**src/rtl/thread_sched_pkg.sv**
```systemverilog
// Shared constants, FSM state encoding and a one-hot helper for the thread scheduler.
package thread_sched_pkg;

  localparam int NUM_THREADS = 8;
  localparam int THR_W       = 3;

  typedef enum logic [1:0] {
    ST_RUN    = 2'd0,
    ST_SWITCH = 2'd1,
    ST_IDLE   = 2'd2
  } sched_state_t;

  function automatic logic [NUM_THREADS-1:0] thr_bit(input logic [THR_W-1:0] id);
    logic [NUM_THREADS-1:0] b;
    b = '0;
    b[id] = 1'b1;
    return b;
  endfunction

endpackage

```
**src/rtl/thread_sched_rr_pick.sv**
```systemverilog
// Rotate-priority encoder: first set bit of mask searching upward from base, wrapping to 0.
module thr_rr_pick
  import thread_sched_pkg::*;
(
  input  logic [NUM_THREADS-1:0] mask,
  input  logic [THR_W-1:0]       base,
  output logic [THR_W-1:0]       id,
  output logic                   found
);

  logic [THR_W-1:0] idx;

  always_comb begin
    id    = base;
    found = 1'b0;
    idx   = base;
    for (int i = 0; i < NUM_THREADS; i++) begin
      // THR_W-bit addition wraps naturally because NUM_THREADS is a power of 2
      idx = base + THR_W'(i);
      if (!found && mask[idx]) begin
        id    = idx;
        found = 1'b1;
      end
    end
  end

endmodule

```
**src/rtl/thread_sched.sv**
```systemverilog
// Round-robin hardware thread selector with start/stop/halt/irq run-mask control.
// Optional time-slice mode is enabled by defining THREAD_QUANTUM_EN.
module thread_sched
  import thread_sched_pkg::*;
#(
  parameter logic [NUM_THREADS-1:0] RESET_MASK = 8'h01,
  parameter int                     QUANTUM    = 16
) (
  input  logic                   clk,
  input  logic                   RST,
  input  logic                   RDY,
  input  logic                   sync,
  input  logic                   thr_start,
  input  logic                   thr_stop,
  input  logic [THR_W-1:0]       thr_id,
  input  logic                   halt_self,
  input  logic [NUM_THREADS-1:0] irq,
  output logic [THR_W-1:0]       reg_thr,
  output logic [NUM_THREADS-1:0] run_mask,
  output logic                   thr_switch,
  output logic                   idle,
  output logic [1:0]             dbg_state
);

  sched_state_t           state;
  logic [NUM_THREADS-1:0] start_bit, stop_bit, halt_bit, next_mask;
  logic [THR_W-1:0]       pick_base, pick_id;
  logic                   pick_found;
  logic                   eval, do_sync, take_switch, go_idle, wake;

  assign start_bit = thr_start ? thr_bit(thr_id)  : '0;
  assign stop_bit  = thr_stop  ? thr_bit(thr_id)  : '0;
  assign halt_bit  = halt_self ? thr_bit(reg_thr) : '0;
  // Clears are applied last so stop/halt beat start and irq on the same thread
  assign next_mask = (run_mask | irq | start_bit) & ~stop_bit & ~halt_bit;

  assign pick_base = reg_thr + THR_W'(1);

  thr_rr_pick u_pick (
    .mask  (next_mask),
    .base  (pick_base),
    .id    (pick_id),
    .found (pick_found)
  );

  assign do_sync     = RDY && sync && (state == ST_RUN);
  assign take_switch = do_sync && eval && pick_found && (pick_id != reg_thr);
  assign go_idle     = do_sync && eval && !pick_found;
  assign wake        = RDY && (state == ST_IDLE) && pick_found;

`ifdef THREAD_QUANTUM_EN
  localparam int CNT_W = (QUANTUM > 1) ? $clog2(QUANTUM) : 1;
  logic [CNT_W-1:0] q_cnt;

  // Re-evaluate at slice end, or early if the running thread lost its run bit
  assign eval = (q_cnt == CNT_W'(QUANTUM - 1)) || !next_mask[reg_thr];

  always_ff @(posedge clk or negedge RST) begin
    if (!RST) begin
      q_cnt <= '0;
    end else if (take_switch || go_idle || wake) begin
      q_cnt <= '0;
    end else if (do_sync) begin
      q_cnt <= q_cnt + CNT_W'(1);
    end
  end
`else
  logic unused_cfg;
  assign unused_cfg = (QUANTUM != 0);
  assign eval       = 1'b1;
`endif

  always_ff @(posedge clk or negedge RST) begin
    if (!RST) begin
      run_mask   <= RESET_MASK;
      reg_thr    <= '0;
      thr_switch <= 1'b0;
      idle       <= (RESET_MASK == '0);
      state      <= (RESET_MASK == '0) ? ST_IDLE : ST_RUN;
    end else begin
      run_mask   <= next_mask;
      thr_switch <= 1'b0;
      if (RDY) begin
        case (state)
          ST_RUN: begin
            if (go_idle) begin
              idle  <= 1'b1;
              state <= ST_IDLE;
            end else if (take_switch) begin
              reg_thr    <= pick_id;
              thr_switch <= 1'b1;
              state      <= ST_SWITCH;
            end
          end
          ST_SWITCH: state <= ST_RUN;
          ST_IDLE: begin
            if (pick_found) begin
              idle <= 1'b0;
              if (pick_id != reg_thr) begin
                reg_thr    <= pick_id;
                thr_switch <= 1'b1;
                state      <= ST_SWITCH;
              end else begin
                state <= ST_RUN;
              end
            end
          end
          default: state <= ST_RUN;
        endcase
      end
    end
  end

  assign dbg_state = state;

endmodule

```
**config.mk**
```make
export PLATFORM = sky130hd
export DESIGN_NAME = thread_sched
export DESIGN_NICKNAME = d
export VERILOG_FILES = /design/src/rtl/thread_sched_pkg.sv /design/src/rtl/thread_sched_rr_pick.sv /design/src/rtl/thread_sched.sv
export SDC_FILE = /design/constraint.sdc
export NUM_CORES = 1
export LEC_CHECK = 0
export CAP_MARGIN = 20
export CORE_MARGIN = 8
export CORE_UTILIZATION = 40
export CTS_CLUSTER_DIAMETER = 40
export DETAILED_ROUTE_END_ITERATION = 6
export SLEW_MARGIN = 20
export SYNTH_ARGS = -nofsm -noshare
export SYNTH_HDL_FRONTEND = slang
export SYNTH_HIERARCHICAL = 1
export SYNTH_SLANG_ARGS = --single-unit
```
**constraint.sdc**
```tcl
create_clock -name clk -period 6.2 [get_ports clk]
set_input_delay 1.24 -clock clk [delete_from_list [all_inputs] [get_ports clk]]
set_output_delay 1.24 -clock clk [all_outputs]
set_load 0.02 [all_outputs]
```
After elaboration in Yosys (flattened, before gate mapping) --
Index checks and enable logic that the tools add are counted.
Storage, ports and cells: register bits 15, input port bits 18, output and inout port bits 15
Operators by class: $add $sub $neg 8, order comparisons 12, equal/unequal tests 8, mux-type cells 57, bitwise gates (word level) 6, reductions and logical operators 27
Operators by type and width (number):
- $lt A3 B4 Y1 const B | 10
- $mux W3 | 11
- $mux W1 | 26
- $bmux W1 S3 | 8
- $mux W8 | 3
- $and A8 B8 Y8 | 2
- $not A8 Y8 | 2
- $or A8 B8 Y8 | 2
- $logic_and A1 B1 Y1 | 14
- $add A3 B3 Y3 const B | 4
- $ne A2 B2 Y1 const B | 5
- $logic_not A1 Y1 | 8
- $add A3 B1 Y3 const B | 2
- $add A3 B2 Y3 const B | 2
- $demux W1 S3 | 2
- $ge A3 B1 Y1 const B | 2
- $mux W2 | 3
- $pmux W3 S2 | 1
- $reduce_and A6 Y1 | 1
- $pmux W1 S2 | 2
- $pmux W2 S2 | 1
- $reduce_and A4 Y1 | 1
- $ne A3 B3 Y1 | 1
- $ne A3 B3 Y1 const B | 1
- other kinds (4) | 4

Longest topological paths before layout --
Gate-level depths: netlist (run 1).
word-level depth 38, depth in mapped cells 15

By module --
The synthesis (run 1) kept the hierarchy.
Modules (own cells, without submodules):
- thr_rr_pick | times used 1, cells each 97, area an instance 867.1 µm², seq. area each 0.0 µm²
- thread_sched | times used 1, cells each 76, area an instance 822.0 µm², seq. area each 376.6 µm²

Worst setup path after synthesis (run 1) --
Ideal clock, no wire load.
path type in2reg, start input port thr_id[1], end register state[0] (netlist: dbg_state[0]), setup time 0.121 ns, arrival 4.225 ns, path slack 1.854 ns, stages on the path 13, cells stage by stage buf_2 nor2b_2 a311oi_1 a311oi_1 mux4_2 mux2_2 o32a_1 or3_4 a2bb2oi_1 a211oi_2 xnor2_1 nand3_1 a22o_1
Between the ends: word-level cells in the longest chain between the ends 36, elaborated cells on any way between the ends 68
Ends and longest elaborated chain:
- start, declared | line thread_sched.sv:15 | input logic [THR_W-1:0] thr_id,
- $lt A3 B4 Y1 (implied by the code) or $ge A3 B1 Y1 (tied branches) | line thread_sched_pkg.sv:16 | b[id] = 1'b1;
- $logic_and A1 B1 Y1 (implied by the code) | line thread_sched_pkg.sv:16
- $mux W1 (implied by the code) | line thread_sched_pkg.sv:16
- $demux W1 S3 (*) | line thread_sched_pkg.sv:16
- $mux W8, on equally long branches | line thread_sched.sv:31, thread_sched.sv:32
- $or A8 B8 Y8 or $not A8 Y8 (tied branches) | line thread_sched.sv:35 | assign next_mask = (run_mask | irq | start_bit) & ~stop_bit & ~halt_bit;
- $and A8 B8 Y8 (*) (2 in a row) | line thread_sched.sv:35
- via next_mask[5] | line thread_sched.sv:26 | logic [NUM_THREADS-1:0] start_bit, stop_bit, halt_bit, next_mask;
- (+21 left out)
- $logic_not A1 Y1 | line thread_sched_rr_pick.sv:20 | if (!found && mask[idx]) begin
- $logic_and A1 B1 Y1 | line thread_sched_rr_pick.sv:20
- $mux W3 (*) | line thread_sched_rr_pick.sv:20
- via pick_id[1] | line thread_sched.sv:27 | logic [THR_W-1:0] pick_base, pick_id;
- $ne A3 B3 Y1 (*) | line thread_sched.sv:47, thread_sched.sv:99
- $mux W1 or $logic_and A1 B1 Y1 (tied branches) | line thread_sched.sv:99, thread_sched.sv:47
- $mux W2 or $ne A3 B3 Y1 (tied branches)
- $pmux W2 S2 or $reduce_and A3 Y1 (tied branches)
- end signal, assigned | line thread_sched.sv:79 | state <= (RESET_MASK == '0) ? ST_IDLE : ST_RUN;
- end, declared | line thread_sched.sv:25 | sched_state_t state;
Mark *: on every way through the listed nets, which the timed path passes. The rest lies on a longest branch. The select of a mux whose other input is x is not followed. A chain may end at the register's enable or synchronous reset.

Final worst setup path (run 1) --
start input port thr_id[2], end register state[0] (netlist: dbg_state[0])
The elaborated chain is that of the path after synthesis.

==> results.py, run 1 <==
metrics = {
    "timing": {
        "drv_slew": 0,
        "rsz0062_at_grt": "no",
        "hold-worst-slack_ns": 0.528,
        "hold_viol": 0,
        "fin_crit_ns": 5.05,
        "final-setup-viol-count": 0,
        "slew_headroom": 0.331,
        "fmax_mhz": 198,
        "fin_skew_ns": 0.00110,
        "tightest_slew_ns": 0.997,
        "finalSetupTns_ns": 0,
        "timing.final.crit_share": 0.814,
    },
    "hold_path": {
        "holdPathEnd": "idle",
        "min-delay-start": "dbg_state[1]",
        "min_path_type": "flop to flop",
        "whs_path_depth": 1,
    },
    "synthesis": {
        "synth_warnings": 6,
        "ys.flop_type": "dfrtp_1",
        "synth_edf_count": 0,
        "synth.area.top_cells": "dfrtp_1 (21%), mux4_2 (16%), mux2_2 (5.3%)",
        "avgSynthCellArea_um2": 9.76,
        "yosysSeqAreaShare": 0.223,
        "yosysTopAreaCell": "dfrtp_1",
        "syn-num-nets": 194,
        "ys_ff_latch": 15,
        "synth_top_area_share": 0.207,
        "yosysMostFrequentCell": "nor2_1",
        "synthesis.area_um2": 1690,
        "synth.distinct_cells": 56,
        "synth_common_cells": "nor2_1 (15), dfrtp_1 (14), mux4_2 (12)",
        "async_reset_ff_frac": 1.00,
        "synthCells": 173,
    },
    "floorplan": {
        "rows": 23,
        "fp.dieW_um": 81.0,
        "core_area_um2": 4030,
        "die_area_um2": 6560,
        "initial_core_util": 0.419,
        "die_h_um": 81.0,
        "pin_count": 33,
    },
    "global_route": {
        "grt_pass1_wl_um": 7670,
        "grt_usage": 0.149,
        "grt_remaining_overflow": 0,
        "grt_max_degree": 20,
        "antenna_found_initial": 0,
        "grt_pass1_vias": 1452,
    },
    "cells_and_area": {
        "utilization": 0.511,
        "areaGrowthSynthToFinish_pct": 21.8,
        "nets": 221,
        "diodes": 0,
        "drive_gt1_frac": 0.171,
        "final_area_um2": 2060,
    },
    "clock_tree": {
        "clk_pin_slew_ns": 0.06,
        "cts_resized": 0,
        "cts_made_buffers": 3,
        "postCtsSetupRepairBufs": 0,
        "root_buffer": "clkbuf_8",
        "h-tree-depth": 1,
        "cts_tree": "done",
        "clock_sinks": 15,
        "clock_latency_ns": 0.25,
        "clockBufferDepth": 2,
        "cts_hold_buf": 0,
    },
    "worst_setup_path": {
        "r2r-end": "dbg_state[0]",
        "worstReg2RegStart": "reg_thr[1]",
        "required_ns": 6.34,
        "critical_path.max_fanout": 7,
        "r2r_setup_slack_ns": 1.17,
        "path_class": "input pin to flop",
        "ff2ff_path_depth": 12,
        "cp.arrival_ns": 5.19,
        "worst_setup_path_end_kind": "flop",
        "start_kind": "input pin",
    },
    "drt": {
        "drcViolationCount": 0,
        "routedWlPerCell_um": 19.0,
        "dr.first_iter.drc_count": 114,
        "ant_nets": 0,
        "vias": 1595,
        "wirelength_um": 4730,
        "routed_via_density": 6.41,
        "drtPass1Iterations": 5,
    },
    "placed_design": {
        "portBuffers": 32,
        "dp_hpwl_um": 3580,
        "dpl-instance-area_um2": 2010,
        "gp_congestion": 0.861,
    },
    "outcome": {
        "status": "finished, final reports clean",
    },
    "run": {
        "maxCapViolCount": 0,
    },
}
==> cell type report <==
type                            instances  area [um^2]
Fill cell                             383         1970
Multi-Input combinational cell        139         1210
Sequential cell                        15          377
Timing Repair Buffer                   33          328
Tap cell                               50         62.6
Clock buffer                            4         45.0
Inverter                                8         30.0
==> layer usage <==
layer	global-route usage	share of wire	up-vias	wire length, um
li1	-	-	744	-
met1	0.196	0.44	771	2090
met2	0.234	0.48	73	2270
met3	0.0353	0.065	7	306
met4	0.0500	0.013	0	61
met5	0	0	-	0
==> worst max path at each step <==
stage | start | to | cells after the start
CTS | thr_id[1] | dbg_state[0] | 13
global route | thr_id[1] | dbg_state[0] | 13
floorplan | thr_id[1] | dbg_state[0] | 13
detailed placement | thr_id[2] | dbg_state[0] | 13
finish | thr_id[2] | dbg_state[0] | 13
global placement | thr_id[2] | dbg_state[0] | 13
==> sequential cells by signal, summed over array words and instances, names as in the netlist <==
signal,count
run_mask,8
reg_thr,3
thr_switch,1
idle,1
dbg_state,2
==> logic make-up after synthesis <==
group                    share of synthesized area
adder cells (fa/ha/maj)                     0.0222
buffers and inverters                       0.0578
XOR/XNOR                                    0.0415
AND/OR/NAND/NOR                              0.174
flip-flops                                   0.223
AO/OA/AOI/OAI                                0.244
multiplexers                                 0.237
==> cells in the final DEF (no fill, tap or decap), drive strengths merged, types with 6 or more instances in the layout <==
master         instances
mux4                  12
mux2                   8
nor2b                  8
a21oi                  9
dfrtp                 14
nand2                  7
inv                    8
a211oi                 7
clkdlybuf4s50         32
a311oi                 8
nor2                  16
xnor2                  6
==> critical path, stage by stage <==
cell and delay, ns:
clkdlybuf4s50_1 0.57, and2b_2 0.28, a311oi_1 0.27, a311oi_1 0.18, mux4_2 0.53, mux2_2 0.31, o32a_1 0.43, or3_4 0.46
a2bb2oi_1 0.17, a211oi_2 0.30, xnor2_1 0.15, nand3_1 0.10, a22o_1 0.20
==> stage by stage <==
step	cells	setup WS, ns
5_1_grt	249	0.847
2_1_floorplan	173	1.85
3_3_place_gp	245	0.967
6_report	249	1.15
4_1_cts	249	1.17
3_5_place_dp	245	0.908
Power of run 1 is not shown: default switching activity piles up to over one toggle a cycle in this logic, so the estimate is an artifact.
==> inputs of run 2 (changes only) <==
Settings changed: PLACE_DENSITY set to 0.67.
Clock period 6.2 ns to 4.5 ns, I/O delays scaled along.
==> run 2 against run 1 <==
  * Sequential cell count stayed put
  * Non-clock buffer count is 38 higher
  * Hold slack got worse by 0.016 ns
  * Highest routed layer unchanged
  * Die area is the same
  * Cell count grew 15%
  * Global-route usage up 1.2 points
  * Via count grew 8.5%
  * Design area is 16% higher
  * Clock skew grew 0.0025 ns
  * Sequential share of layout area shrank 2.6 points
  * Critical endpoint unchanged
==> results.py, run 2 (synthesis results as in run 1) <==
metrics = {
    "timing": {
        "slew_headroom": 0.502,
        "tightest_slew_ns": 0.742,
        "fmax_mhz": 231,
        "drv_slew": 0,
        "timing.final.crit_share": 0.963,
        "fin_skew_ns": 0.00365,
        "hold_viol": 0,
        "final-setup-viol-count": 0,
        "finalSetupTns_ns": 0,
        "fin_crit_ns": 4.33,
    },
    "floorplan": {
        "die_h_um": 81.0,
        "fp.dieW_um": 81.0,
        "rows": 23,
        "pin_count": 33,
        "die_area_um2": 6560,
        "core_area_um2": 4030,
        "initial_core_util": 0.419,
    },
    "global_route": {
        "grt_remaining_overflow": 0,
        "antenna_found_initial": 0,
        "grt_pass1_wl_um": 8330,
        "grt_pass1_vias": 1632,
        "grt_max_degree": 16,
        "grt_usage": 0.161,
    },
    "cells_and_area": {
        "areaGrowthSynthToFinish_pct": 41.8,
        "diodes": 0,
        "layout_common_cells": "buf_4 (39), clkdlybuf4s50_1 (29), nor2_1 (15)",
        "largest_register_ffs": 8,
        "multi_input_area_um2": 1270,
        "regArea_um2": 377,
        "n_fill_cell": 340,
        "max_flop_register": "run_mask",
        "drive_gt1_frac": 0.350,
        "final_common_cell": "buf_4",
        "nets": 259,
    },
    "drt": {
        "dr.first_iter.drc_count": 151,
        "routedWlPerCell_um": 17.6,
        "routed_via_density": 6.03,
        "drcViolationCount": 0,
        "drtPass1Iterations": 4,
        "vias": 1731,
        "ant_nets": 0,
        "wirelength_um": 5060,
    },
    "worst_setup_path": {
        "worstReg2RegStart": "reg_thr[0]",
        "path_class": "input pin to flop",
        "crit_cells": 14,
        "cp.arrival_ns": 4.47,
        "path_buf_inv": 3,
        "r2r_setup_slack_ns": 0.49,
        "worst_setup_path_end_kind": "flop",
        "start_kind": "input pin",
        "cp_common_cell": "buf_4",
        "ff2ff_path_depth": 14,
        "r2r-end": "dbg_state[0]",
        "required_ns": 4.64,
        "cpPeakStageDelay_ns": 0.53,
        "cp_slowest_cell": "mux4_2",
        "critical_path.cell_chain": "clkdlybuf4s50_1, nor2b_2, buf_4, a311oi_2, mux4_2, mux2_2, o32a_1, or3_4, a211oi_1, o32ai_1, buf_4, xnor2_1, nand3_1, a22o_1",
        "critical_path.max_fanout": 6,
        "crit_family": "compound AO/OA/AOI/OAI gates",
    },
    "placed_design": {
        "gp_congestion": 0.895,
        "portBuffers": 32,
        "dp_hpwl_um": 4000,
    },
    "clock_tree": {
        "root_buffer": "clkbuf_8",
        "clock_latency_ns": 0.25,
        "h-tree-depth": 1,
        "clock_sinks": 15,
        "clockBufferDepth": 2,
        "cts_tree": "done",
        "postCtsSetupRepairBufs": 0,
        "cts_made_buffers": 3,
        "clk_pin_slew_ns": 0.06,
    },
    "hold_path": {
        "whs_path_depth": 2,
        "holdPathEnd": "idle",
        "min_path_type": "flop to flop",
        "min-delay-start": "idle",
    },
    "outcome": {
        "status": "finished, final reports clean",
    },
    "run": {
        "maxCapViolCount": 0,
    },
}
==> run 2: what timing repair did <==
| item | CTS | global route |
|---|---|---|
| endpoints found under the hold margin | 0 | 0 |
| pin swaps | 0 | 1 |
| setup endpoints to repair | 2 | 2 |
| gates resized for setup | 7 | 7 |
| hold buffers | 0 | 0 |
==> run 2: through the flow <==
step | setup slack (ns) | area (um^2) | util | std cells | hold WS (ns)
2_1_floorplan | 0.463 | 1690 | - | 173 | 0.597
3_3_place_gp | -0.298 | 2300 | 0.570 | 283 | 0.483
3_5_place_dp | -0.356 | 2300 | 0.570 | 283 | 0.504
4_1_cts | 0.0326 | 2370 | 0.588 | 287 | 0.519
5_1_grt | -0.00326 | 2390 | 0.594 | 287 | 0.550
6_report | 0.167 | 2390 | 0.594 | 287 | 0.512
==> run 2: final cells by class <==
type / count / share of cell area
Clock buffer: 3 / 0.0172
Clock inverter: 1 / 0.00209
Inverter: 8 / 0.0125
Multi-Input combinational cell: 139 / 0.529
Sequential cell: 15 / 0.157
Tap cell: 50 / 0.0261
Timing Repair Buffer: 71 / 0.256
==> run 2: metal layers <==
layer	GRT usage	vias to the layer above	routed length [um]
li1	-	819	-
met1	0.202	843	2150
met2	0.266	60	2560
met3	0.0309	9	265
met4	0.0589	0	93
met5	0	-	0
==> run 2: worst max-delay path by stage <==
stage                    to        from  slack [ns]
4_1_cts        dbg_state[0]   thr_id[1]        0.03
3_5_place_dp   dbg_state[0]   thr_id[2]       -0.36
2_1_floorplan  dbg_state[0]  reg_thr[0]        0.46
3_3_place_gp   dbg_state[0]   thr_id[2]       -0.30
6_report       dbg_state[0]   halt_self        0.17
5_1_grt        dbg_state[0]   halt_self      -0.003
==> run 2: tightest hold or removal path: cells and delay by family, from the launching register on <==
| family | cells | cell delay (ns) |
|---|---|---|
| and+or+nand+nor | 1 | 0.05 |
| DFF | 1 | 0.36 |
| AOI/OAI and AO/OA | 1 | 0.06 |
Power of run 2 is left out for the same reason.
==> inputs of run 3 (changes only) <==
--- a/config.mk
+++ b/config.mk
@@ -12,4 +12,5 @@
 export DETAILED_ROUTE_END_ITERATION = 6
 export PLACE_DENSITY = 0.67
+export RECOVER_POWER = 25
 export SLEW_MARGIN = 20
 export SYNTH_ARGS = -nofsm -noshare
==> constraint.sdc (replaced) <==
create_clock -name clk -period 4.5 [get_ports clk]
set_input_delay 0.9 -clock clk [delete_from_list [all_inputs] [get_ports clk]]
set_output_delay 0.9 -clock clk [all_outputs]
set_load 0.1 [all_outputs]
==> run 3 against run 2 <==
  * Design area unchanged
  * Critical endpoint unchanged
  * Cell count unchanged
  * Die area did not move
  * Clock skew barely moved
  * Global-route usage did not move
  * First-iteration DRC count up 0.66%
  * Hold slack did not move
  * Sequential cell count unchanged
  * Via count shrank 0.17%
  * Wire length fell by 0.55%
  * Critical path depth unchanged
  * Register-to-register slack barely moved
==> results.py, run 3 (synthesis results as in run 1) <==
metrics = {
    "outcome": {
        "status": "finished, final reports clean",
    },
    "cells_and_area": {
        "final_area_um2": 2390,
        "drive_gt1_frac": 0.350,
        "n_fill_cell": 340,
        "max_flop_register": "run_mask",
        "layout_common_cells": "buf_4 (39), clkdlybuf4s50_1 (28), nor2_1 (15)",
        "nets": 259,
        "fin_cells": 287,
        "regArea_um2": 377,
        "diodes": 0,
        "multi_input_area_um2": 1270,
        "largest_register_ffs": 8,
        "areaGrowthSynthToFinish_pct": 41.8,
        "final_common_cell": "buf_4",
    },
    "floorplan": {
        "pin_count": 33,
        "initial_core_util": 0.419,
        "rows": 23,
        "fp.dieW_um": 81.0,
        "core_area_um2": 4030,
        "die_h_um": 81.0,
        "die_area_um2": 6560,
    },
    "worst_setup_path": {
        "cp.arrival_ns": 4.47,
        "r2r-end": "dbg_state[0]",
        "required_ns": 4.64,
        "r2r_setup_slack_ns": 0.48,
        "path_class": "input pin to flop",
        "worst_setup_path_end_kind": "flop",
        "start_kind": "input pin",
        "worstReg2RegStart": "reg_thr[0]",
        "ff2ff_path_depth": 14,
        "critical_path.max_fanout": 6,
    },
    "drt": {
        "met1Wirelength_um": 2150,
        "highest_layer": "met4",
        "ant_nets": 0,
        "dr.first_iter.drc_count": 152,
        "drcViolationCount": 0,
        "drtPass1Iterations": 5,
        "wl_met3_um": 241,
        "routed_via_density": 6.02,
        "vias": 1728,
        "routedWlPerCell_um": 17.5,
        "dr_wl_met2_um": 2550,
        "wirelength_um": 5040,
    },
    "placed_design": {
        "dpl-instance-area_um2": 2300,
        "portBuffers": 32,
        "gp_congestion": 0.895,
        "dp_slack_ns": -0.356,
        "dp_hpwl_um": 4000,
        "dp_cells": 283,
    },
    "hold_path": {
        "min-delay-start": "idle",
        "min_path_type": "flop to flop",
        "whs_path_depth": 2,
        "holdPathEnd": "idle",
    },
    "clock_tree": {
        "cts_made_buffers": 3,
        "root_buffer": "clkbuf_8",
        "clockBufferDepth": 2,
        "h-tree-depth": 1,
        "clock_latency_ns": 0.25,
        "clk_pin_slew_ns": 0.06,
        "clock_sinks": 15,
        "cts_tree": "done",
    },
    "timing": {
        "drv_slew": 0,
        "hold_viol": 0,
        "fmax_mhz": 231,
        "setup_slack_ns": 0.169,
        "slew_headroom": 0.342,
        "tightest_slew_ns": 0.984,
        "fin_skew_ns": 0.00364,
        "final-setup-viol-count": 0,
        "timing.final.crit_share": 0.963,
        "fin_crit_ns": 4.33,
    },
    "run": {
        "maxCapViolCount": 0,
    },
    "global_route": {
        "grt_pass1_vias": 1632,
        "grt_usage": 0.161,
        "antenna_found_initial": 0,
        "grt_pass1_wl_um": 8330,
        "grt_remaining_overflow": 0,
        "grt_max_degree": 16,
    },
}
## run 3: cell types whose count changed in the layout (fill, tap and decap cells not counted)
cell,change
dlygate4sd3_1,+1
clkdlybuf4s50_1,-1
## run 3: worst max-delay path, cell delays in order
cell,delay (ns)
clkdlybuf4s50_1,0.49
nor2b_2,0.20
buf_4,0.15
a311oi_2,0.19
mux4_2,0.53
mux2_2,0.29
o32a_1,0.40
or3_4,0.43
a211oi_1,0.18
o32ai_1,0.13
buf_4,0.15
xnor2_1,0.12
nand3_1,0.10
a22o_1,0.21
## run 3: worst max path at each step
| stage | startpoint | end | slack (ns) | cells after the start |
|---|---|---|---|---|
| 2_1_floorplan | reg_thr[0] | dbg_state[0] | 0.02 | 14 |
| 5_1_grt | halt_self | dbg_state[0] | -0.003 | 14 |
| 3_3_place_gp | thr_id[2] | dbg_state[0] | -0.30 | 14 |
| 6_report | halt_self | dbg_state[0] | 0.17 | 14 |
| 4_1_cts | thr_id[1] | dbg_state[0] | 0.03 | 13 |
| 3_5_place_dp | thr_id[2] | dbg_state[0] | -0.36 | 14 |
## run 3: cell type report
class                   instances  area share
multi-input cells             139       0.529
repair buffers                 71       0.256
flip-flops and latches         15       0.157
well taps                      50      0.0261
clock buffers                   3      0.0172
inverters                       8      0.0125
clock inverters                 1     0.00209
## run 3: per-layer routing
layer / vias up / global-route usage
met5: - / 0
met1: 846 / 0.202
met3: 9 / 0.0309
met2: 55 / 0.266
met4: 0 / 0.0589
li1: 818 / -
## run 3: per-stage QoR
stage          hold slack [ns]   util  TNS [ns]
6_report                 0.512  0.594         0
5_1_grt                  0.550  0.594  -0.00326
4_1_cts                  0.519  0.588         0
3_5_place_dp             0.504  0.570     -1.19
3_3_place_gp             0.483  0.570    -0.799
2_1_floorplan            0.604      -         0
## run 3: timing repair
item	4_1_cts	5_1_grt
endpoints found under the setup margin	2	2
buffers inserted	0	0
resized for setup	7	7
hold buffers	0	0
pin swaps	0	1
Power of run 3 is left out for the same reason.
==> patch 1, RTL diff (config.mk and constraints of run 2) <==
Set the package constant `THR_W` to 6 (it was 3).
--- a/src/rtl/thread_sched_pkg.sv
+++ b/src/rtl/thread_sched_pkg.sv
@@ -4,3 +4,3 @@
   localparam int NUM_THREADS = 8;
-  localparam int THR_W       = 3;
+  localparam int THR_W       = 6;
 
Ports: changed (resized reg_thr and thr_id); port bits go from 33 to 39. No check against the original RTL was run, so the function may have changed too.
==> patch 1 against run 2 <==
Global-route usage is 3.2 points higher; sequential cell count up 3; area after synthesis grew 45%; synthesized cell count rose by 56%; worst hold slack improved by 0.038 ns; setup slack got worse by 0.074 ns; first-iteration DRC count up 77%; clock skew barely moved; routed wire length is 70% higher; register-to-register slack lost 0.16 ns; final area is 67% higher.
==> patch 1: results (changes against run 2) <==
Status
  – Status: complete, no violations

Clock tree
  – Clk root buf: clkbuf_8

Place
  – PortBufs: 38 (+19%)
  – Dpl ws: -0.842 ns (-0.486 ns)
  – Final GP Congestion: 0.948 (+6.0%)
  – Placed cells: 439 (+55%)
  – DP HPWL: 6040 µm (+51%)

Route
  – Met2 wire len: 4310 µm (+69%)
  – DRT Pass-1 Iters: 5 (+1)
  – Initial detailed-routing violation count: 268 (+77%)
  – Met3 WL: 507 µm (+91%)
  – Post-DR vias/cell: 5.95 (-1.4%)
  – Total wire length: 8600 µm (+70%)
  – M1 WL: 3670 µm (+71%)
  – Uppermost layer routed: met4

Cells and area
  – Multi-input gates: 227 (+63%)
  – Non-Filler Instances: 456 (+59%)
  – Non-clock buffer total of the final layout: 121 (+70%)
  – Inverters: 11 (+3)
  – Final #Nets: 413 (+59%)
  – Register cell area after layout: 454 µm² (+21%)
  – Biggest register: run_mask
  – Buffering overhead: 26.1% (+0.45 points)
  – Clock buffer count: 4 (+1)
  – Final clock-cell share: 1.13% (-0.80 points)
  – Area grow syn2layout: 63.1%
  – Filler cells: 400 (+18%)
  – Area of the multi-input gates: 2320 µm² (+83%)

Setup path
  – Reg-to-reg setup timing slack: 0.33 ns (-0.16 ns)
  – Max stage delay on crit path: 0.50 ns (-0.03 ns)
  – Critical path's top delay family: buffers and inverters
  – R2R Path Start: reg_thr[5]$_DFFE_PN0P_
  – R2R cell count: 18 (+4)
  – Critical Path AT: 4.60 ns (+0.13 ns)

GRT
  – Met3 Usage GRT: 2.80% (-0.29 points)
  – Met1 usage: 24.4% (+4.2 points)
  – Total GRT Usage: 19.3% (+3.2 points)
  – Pin count of the biggest net entering global routing: 19 (+3)
  – Global-route wire length before repair: 13900 µm (+67%)
  – Vias in the first global route: 2747 (+68%)
  – Grt met2 use: 33.4% (+6.7 points)

Synth
  – Flops & latches, synth: 18 (+3)
  – Most frequent cells after synthesis: nor2_1 (27), nand2_1 (25), dfrtp_1 (17), mux2_2 (13), mux4_2 (12)
  – Largest family of logic cells by synthesized area: simple AND/OR/NAND/NOR gates
  – Area share of fa/ha/maj cells after synthesis: 5.11% (+2.9 points)
  – Portion of netlist area occupied by mux cells: 22.5% (-1.2 points)
  – Ranking of synthesized cells by area: dfrtp_1 (17%), mux4_2 (11%), mux2_2 (6.0%)
  – Yosys cell types: 67 (+20%)
  – Syn Nets: 301 (+55%)
  – Syn avg cell area: 9.06 µm² (-7.2%)
  – Post-synthesis compound-gate area fraction: 18.9% (-5.5 points)
  – Sequential area share after synthesis: 18.5% (-3.8 points)
  – Post-Synth XOR/XNOR Area: 6.80% (+2.7 points)

STA
  – Fin Hold WS: 0.549 ns (+0.0377 ns)
  – Worst Tran Pin Value: 0.867 ns (+0.125 ns)
  – Final setup violation count: 0 (unchanged)
  – Setup Skew: 0.00394 ns (+0.000295 ns)

Min path
  – WHS Path Cells: 1 (-1)

Pwr
  – Clock network power: around 0.12 mW
patch 1: logic make-up (layout without fill, tap and decap cells):
family          after synthesis  in the layout
simple gates                100            100
compound gates               62             62
mux                          36             36
buf+inv                      25            136
xor+xnor                     19             19
flops                        18             18
fa+ha+maj                    10             10
patch 1: how the worst max path moves through the flow:
stage                      startpoint                        to  slack, ns  cells after the start
2_1_floorplan  reg_thr[0]$_DFFE_PN0P_      thr_switch$_DFF_PN0_       0.01                     17
3_3_place_gp                halt_self      thr_switch$_DFF_PN0_      -0.74                     15
3_5_place_dp                thr_id[4]      thr_switch$_DFF_PN0_      -0.84                     14
4_1_cts                     thr_id[2]      thr_switch$_DFF_PN0_      0.003                     20
5_1_grt                     thr_id[3]  dbg_state[0]$_DFFE_PN0P_      -0.03                     17
6_report                    thr_id[1]  dbg_state[0]$_DFFE_PN0P_       0.09                     20
patch 1: repair_timing:
item	in CTS	in global routing
setup endpoints to repair	5	2
setup buffers	9	4
gates cloned	0	0
pin swaps	24	18
gates resized for setup	64	31
==> patch 2, RTL diff (flow settings as in run 2) <==
Made on the original files. Add an input register stage for `irq`; this delays it by one clock. The other inputs are not delayed to match.
--- a/src/rtl/thread_sched.sv
+++ b/src/rtl/thread_sched.sv
@@ -24,2 +24,8 @@
 
+  logic [NUM_THREADS-1:0] irq_q;
+
+  always_ff @(posedge clk) begin
+    irq_q <= irq;
+  end
+
   sched_state_t           state;
@@ -34,3 +40,3 @@
   // Clears are applied last so stop/halt beat start and irq on the same thread
-  assign next_mask = (run_mask | irq | start_bit) & ~stop_bit & ~halt_bit;
+  assign next_mask = (run_mask | irq_q | start_bit) & ~stop_bit & ~halt_bit;
 
Function: changed (a bounded check fails within 4 cycles, from zero or initial values and one cycle with RST low).
==> patch 2 against run 2 <==
Highest routed layer unchanged; sequential cell count is 8 higher; critical path type unchanged; setup slack worse by 0.0028 ns; sequential share of layout area is 4.5 points higher; area after synthesis is 9.5% higher; final area is 11% higher; via count is 3.9% higher; routed wire length is 0.69% higher.
Power is not shown: default switching activity piles up to over one toggle a cycle in this logic, so the estimate is an artifact.
==> patch 2: results (changes against run 2) <==
Place
  – DP HPWL: 3910 µm (-2.1%)
  – Dpl ws: -0.420 ns (-0.0639 ns)
  – Placed inst area: 2480 µm² (+8.0%)
  – Placed cells: 295 (+4.2%)
  – Final GP Congestion: 0.864 (-3.4%)

Setup path
  – Critical path origin: thr_start
  – R2R Path Start: reg_thr[1]$_DFFE_PN0P_
  – Worst Path Max Fanout: 7 (+1)

Cells and area
  – Clock buffer count: 4 (+1)
  – Register cell area after layout: 537 µm² (+43%)
  – Buffering overhead: 24.8% (-0.78 points)
  – Non-clock buffer total of the final layout: 76 (+7.0%)
  – Inverters: 9 (+1)
  – Area of the multi-input gates: 1310 µm² (+3.7%)
  – Multi-input gates: 137 (-1.4%)
  – Share of layout cells above drive strength 1: 38.6% (+3.5 points)
  – Final clock-cell share: 1.70% (-0.23 points)
  – Final #Nets: 271 (+4.6%)

STA
  – Worst Tran Pin Value: 0.677 ns (-0.0645 ns)
  – Setup Skew: 0.00160 ns (-0.00205 ns)
  – Fin Hold WS: 0.529 ns (+0.0174 ns)

Synth
  – Syn Nets: 201 (+3.6%)
  – Syn avg cell area: 10.3 µm² (+5.2%)
  – Synth async-reset ratio: 65.2% (-35 points)
  – Yosys cell types: 55 (-1.8%)
  – Most frequent cells after synthesis: dfrtp_1 (14), mux4_2 (12), nor2_1 (12), a21oi_1 (9), inv_1 (9)
  – Ranking of synthesized cells by area: dfrtp_1 (19%), mux4_2 (15%), dfxtp_1 (8.7%)

Route
  – Total wire length: 5100 µm (+0.69%)
  – Initial detailed-routing violation count: 160 (+6.0%)
  – Met3 WL: 269 µm (+1.5%)
  – Via Count: 1798 (+3.9%)
  – M1 WL: 2320 µm (+7.8%)
  – DR WL/cell: 16.9 µm (-4.0%)

GRT
  – Pin count of the biggest net entering global routing: 20 (+4)
  – Grt met2 use: 21.5% (-5.1 points)
  – Global-route wire length before repair: 8450 µm (+1.5%)
  – Met1 usage: 19.5% (-0.71 points)
  – Met3 Usage GRT: 2.93% (-0.16 points)
  – Vias in the first global route: 1705 (+4.5%)
  – Total GRT Usage: 14.0% (-2.1 points)

Status
  – Status: complete, no violations
## patch 2: worst max-delay path: stages
cell,delay (ns)
clkdlybuf4s50_1,0.41
buf_4,0.16
a311oi_1,0.32
a311oi_2,0.13
buf_4,0.18
mux4_2,0.51
buf_4,0.16
mux2i_1,0.25
nand2_1,0.14
or3_4,0.39
a211oi_2,0.18
o32ai_2,0.13
buf_4,0.15
xor2_1,0.14
nor3_2,0.21
o32ai_1,0.10
## patch 2: what timing repair did
item / in CTS / in global routing
hold endpoints to repair: 0 / 0
setup buffers: 0 / 2
setup endpoints to repair: 2 / 3
resized for setup: 6 / 17
pin swaps: 0 / 2
## patch 2: kinds of logic after synthesis
group / share of synthesized area, %
AOI/OAI and AO/OA: 23.2
and+or+nand+nor: 14.7
muxes: 21.7
DFF: 29.0
buffers and inverters: 5.62
xor gates and xnor gates: 3.79
adders and majority gates: 2.03
